$ cat config.mk
export PLATFORM = sky130hd
export DESIGN_NAME = present_ks_ctrl
export DESIGN_NICKNAME = d
export VERILOG_FILES = /design/src/rtl/present_ks_ctrl.sv
export SDC_FILE = /design/constraint.sdc
export NUM_CORES = 1
export LEC_CHECK = 0
export CAP_MARGIN = 25
export CORE_MARGIN = 2
export CORE_UTILIZATION = 50
export CTS_BUF_LIST = sky130_fd_sc_hd__clkbuf_16
export DETAILED_ROUTE_END_ITERATION = 10
export GPL_ROUTABILITY_DRIVEN = 1
export MAX_ROUTING_LAYER = met4
export PLACE_DENSITY = 0.91
export SLEW_MARGIN = 10
export SYNTH_ARGS = -nofsm -noshare
export SYNTH_HDL_FRONTEND = slang
export SYNTH_SLANG_ARGS = --single-unit
$ cat constraint.sdc
create_clock -name clk -period 4 [get_ports clk]
set_input_delay 1 -clock clk [delete_from_list [all_inputs] [get_ports clk]]
set_output_delay 1 -clock clk [all_outputs]
set_load 0.02 [all_outputs]
$ cat src/rtl/present_ks_ctrl.sv
// present_ks_ctrl: PRESENT-80 key schedule sequencer streaming round keys K1..K32 over valid/ready.
// Define PRESENT_KS_ERR_EN to add the start_err output (start seen while busy).
module present_ks_ctrl #(
   parameter int NROUNDS = 32
) (
   input  logic        clk,
   input  logic        rst_n,
   input  logic        start,
   input  logic [79:0] key_in,
   output logic        rk_valid,
   input  logic        rk_ready,
   output logic [63:0] rk_data,
   output logic [5:0]  rk_idx,
   output logic        busy,
   output logic        done
`ifdef PRESENT_KS_ERR_EN
   ,output logic       start_err
`endif
);
   localparam logic [1:0]  S_IDLE = 2'd0;
   localparam logic [1:0]  S_RUN  = 2'd1;
   localparam logic [1:0]  S_DONE = 2'd2;
   localparam logic [5:0]  LAST   = 6'(NROUNDS);
   // S-box packed as a 16-entry nibble table, entry x at bits [4x+3:4x]
   localparam logic [63:0] SBOX   = 64'h2174_8FE3_DA09_B65C;

   logic [1:0]  state_q, state_d;
   logic [79:0] kreg_q, kreg_d, rot, upd;
   logic [5:0]  round_q, round_d;
   logic        valid_q, valid_d, busy_q, busy_d, done_q, done_d;
   logic        accept;

   // kreg[79] holds key bit 0 (the MSB), so the round key is kreg[79:16]
   always_comb begin
      rot = {kreg_q[18:0], kreg_q[79:19]};
      upd = rot;
      upd[79:76] = SBOX[{rot[79:76], 2'b00} +: 4];
      upd[19:15] = rot[19:15] ^ round_q[4:0];
      accept = (state_q == S_RUN) && rk_ready;
      state_d = state_q;
      kreg_d = kreg_q;
      round_d = round_q;
      if (state_q == S_IDLE && start) begin
         state_d = S_RUN;
         kreg_d = key_in;
         round_d = 6'd1;
      end else if (accept && round_q < LAST) begin
         kreg_d = upd;
         round_d = round_q + 6'd1;
      end else if (accept) begin
         state_d = S_DONE;
      end else if (state_q == S_DONE) begin
         state_d = S_IDLE;
      end
      valid_d = state_d == S_RUN;
      busy_d = state_d != S_IDLE;
      done_d = state_d == S_DONE;
   end

   always_ff @(posedge clk or negedge rst_n) begin
      if (!rst_n) begin
         state_q <= S_IDLE;
         kreg_q <= '0;
         round_q <= '0;
         valid_q <= 1'b0;
         busy_q <= 1'b0;
         done_q <= 1'b0;
      end else begin
         state_q <= state_d;
         kreg_q <= kreg_d;
         round_q <= round_d;
         valid_q <= valid_d;
         busy_q <= busy_d;
         done_q <= done_d;
      end
   end

   assign rk_valid = valid_q;
   assign rk_data = kreg_q[79:16];
   assign rk_idx = round_q;
   assign busy = busy_q;
   assign done = done_q;

`ifdef PRESENT_KS_ERR_EN
   logic err_q, err_d;

   always_comb begin
      err_d = start && (state_q != S_IDLE);
   end

   always_ff @(posedge clk or negedge rst_n) begin
      if (!rst_n) err_q <= 1'b0;
      else err_q <= err_d;
   end

   assign start_err = err_q;
`endif
endmodule

==> metrics.cfg <==
[run_status]
status = complete, no violations

[route]
drt_iter0_markers = 274
vias_per_cell = 5.58
num_vias = 4159
routedWlPerCell_um = 16.9
ant_nets = 0
drt-total-wl_um = 12600
drc = 0
dr.pass1.iters = 5

[timing]
setup_viol = 0
hold_viol = 0
hold_slack_ns = 0.518
fin_setup_tns_ns = 0
fin_crit_ns = 2.81
finClkSkew_ns = 0.0115
worst_pin_slew_ns = 0.901
rsz0062_at_grt = false
maxSlewViolCount = 0
period_share = 0.703
slew_headroom = 0.399
max_freq_mhz = 356

[pwr]
ir_drop_uv = 352
p_leak_uw = 0.00264
power.density_mw_per_mm2 = 770

[layout]
fin_area_mm2 = 0.00613
nets = 719
drive_above_1_share = 0.0426
final_util = 0.666
syn_to_final_growth_pct = 30.0
mostFrequentLayoutCells = 155 x nand2_1, 155 x clkdlybuf4s50_1, 91 x dfrtp_1, 78 x nor2_1, 63 x a31oi_1
insertedDiodeCount = 0

[yosys]
yosysSeqAreaShare = 0.483
synth_fp_nets = 646
synthAdderAreaFrac = 0.0159
ys_types = 31
synth_area_per_cell_um2 = 8.48
synth_mux_area_frac = 0.00690
synthXorXnorAreaFrac = 0.0186
syn_area_mm2 = 0.00472
synth_top_family_by_area = simple AND/OR/NAND/NOR gates
synth_compound_area_frac = 0.132
yosys_warnings = 0
synthCells = 556
synthSimpleGateAreaFrac = 0.201
ys_ff_latch = 91

[global_routing]
grt_antenna_before_repair = 0
grt_start_max_net_pins = 127
grt_pass1_vias = 4048
gr-total-overflow = 0
grtUsageTotal = 0.256
grt_pass1_wl_um = 19900

[worst_setup_path]
startpoint_type = input pin
max_stage_delay_ns = 0.62
arrival_ns = 3.07
cp.required_ns = 4.26
cp_max_fo = 45
path_cells = clkdlybuf4s50_1 -> and4bb_4 -> buf_4 -> or3_1 -> o21ai_0 -> a21oi_1
cp-end-kind = register
critical_path_class = in2reg
slowest_stage = clkdlybuf4s50_1

[clock_network]
cts.path.max_buffers = 2
clk_latency_ns = 0.33
cts_tree = done
clkSlewWorstSetupHoldPaths_ns = 0.07
cts-root-buf = clkbuf_16
cts_resized = 0
cts.htree.levels = 3
numClockSinks = 91
hold_buffers = 0
postCtsSetupRepairBufs = 0
cts_inserted_buffers = 9

[floorplan]
row_count = 35
fp.dieH_um = 101
die_w_um = 101
start_util = 0.513
io_pins = 157
coreArea_mm2 = 0.00920
die_area_mm2 = 0.0102

[job]
drv_cap = 0

[place]
place_area_mm2 = 0.00585
portBuffers = 156
dpl.hpwl_um = 8900
gp_congestion = 0.924

[hold_path]
min_path_type = reg2reg

==> per-layer routing <==
metal / vias to the layer above / share of wire / wire [um] / track usage
li1: 1925 / - / - / -
met1: 2024 / 0.42 / 5260 / 0.326
met2: 186 / 0.50 / 6270 / 0.424
met3: 24 / 0.067 / 846 / 0.0423
met4: 0 / 0.019 / 237 / 0.0696
met5: - / 0 / 0 / -
==> logic make-up after synthesis <==
kind of cell | after synthesis
and+or+nand+nor | 243
buffers and inverters | 105
adders and majority gates | 6
AOI/OAI and AO/OA | 99
DFF | 91
xor gates and xnor gates | 10
muxes | 2
==> registers in the layout, summed over array words and instances, names as in the netlist <==
register and flops:
kreg_q 80, rk_idx 6, state_q 2, busy 1, done 1, rk_valid 1
==> worst paths after layout <==
kind                             from    endpoint  slack, ns  depth (start not counted)
max reg2reg                 rk_idx[5]  kreg_q[18]       1.90                          5
min                        kreg_q[49]  kreg_q[49]       0.52                          2
min reg2reg                kreg_q[49]  kreg_q[49]       0.52                          2
max                          rk_ready  kreg_q[79]       1.19                          6
min in group asynchronous       rst_n  kreg_q[27]       0.79                          1
max in group asynchronous       rst_n  kreg_q[36]       2.49                          2
==> cell type report <==
type	count	area, um2
clock buffer	9	225
clock inverter	7	51.3
fill	746	3070
inverter	5	18.8
multi-input combinational	360	1800
sequential	91	2280
tap	111	139
timing repair buffer	162	1620
==> per-stage QoR <==
stage / cells / worst slack [ns] / power (uW)
after CTS: 745 / 1.23 / 4730
after detailed placement: 729 / 0.867 / 3940
after global placement: 729 / 0.909 / 3830
after floorplan: 556 / 2.07 / 3290
final: 745 / 1.19 / 4720
after global routing: 745 / 1.06 / 5020
==> worst max-delay path, delay by kind of cell <==
| kind | cells | cell delay, ns |
|---|---|---|
| AO/OA/AOI/OAI | 2 | 0.19 |
| buffers and inverters | 2 | 1.11 |
| AND/OR/NAND/NOR | 2 | 0.73 |
==> power by group <==
group	leakage (uW)	switching (uW)	internal, uW
sequential	0.00116	412	1300
combinational	0.00135	1190	1020
clock	0.000131	366	425
==> synthesized netlist by cell type (all sizes together) <==
cell type,instances,area share
buf,88,0.13
a221o,1,0.0021
dfrtp,91,0.48
nand2,155,0.12
nor3,1,0.0011
o21ai,10,0.011
clkbuf,12,0.0096
a22oi,11,0.018
nor2b,1,0.0013
inv,5,0.0040
nand4,2,0.0027
xor2,2,0.0037
a311oi,1,0.0019
a211oi,3,0.0048
mux4,1,0.0048
a21o,1,0.0016
or3,1,0.0013
nand3,1,0.0011
nand2b,1,0.0013
nor3b,1,0.0016
a31oi,63,0.084
and4bb,1,0.0027
mux2i,1,0.0021
ha,6,0.016
a21oi,9,0.0096
xnor2,8,0.015
nor2,78,0.062
nand4bb,1,0.0024
No activity file was read; power rests on OpenSTA's default activity.
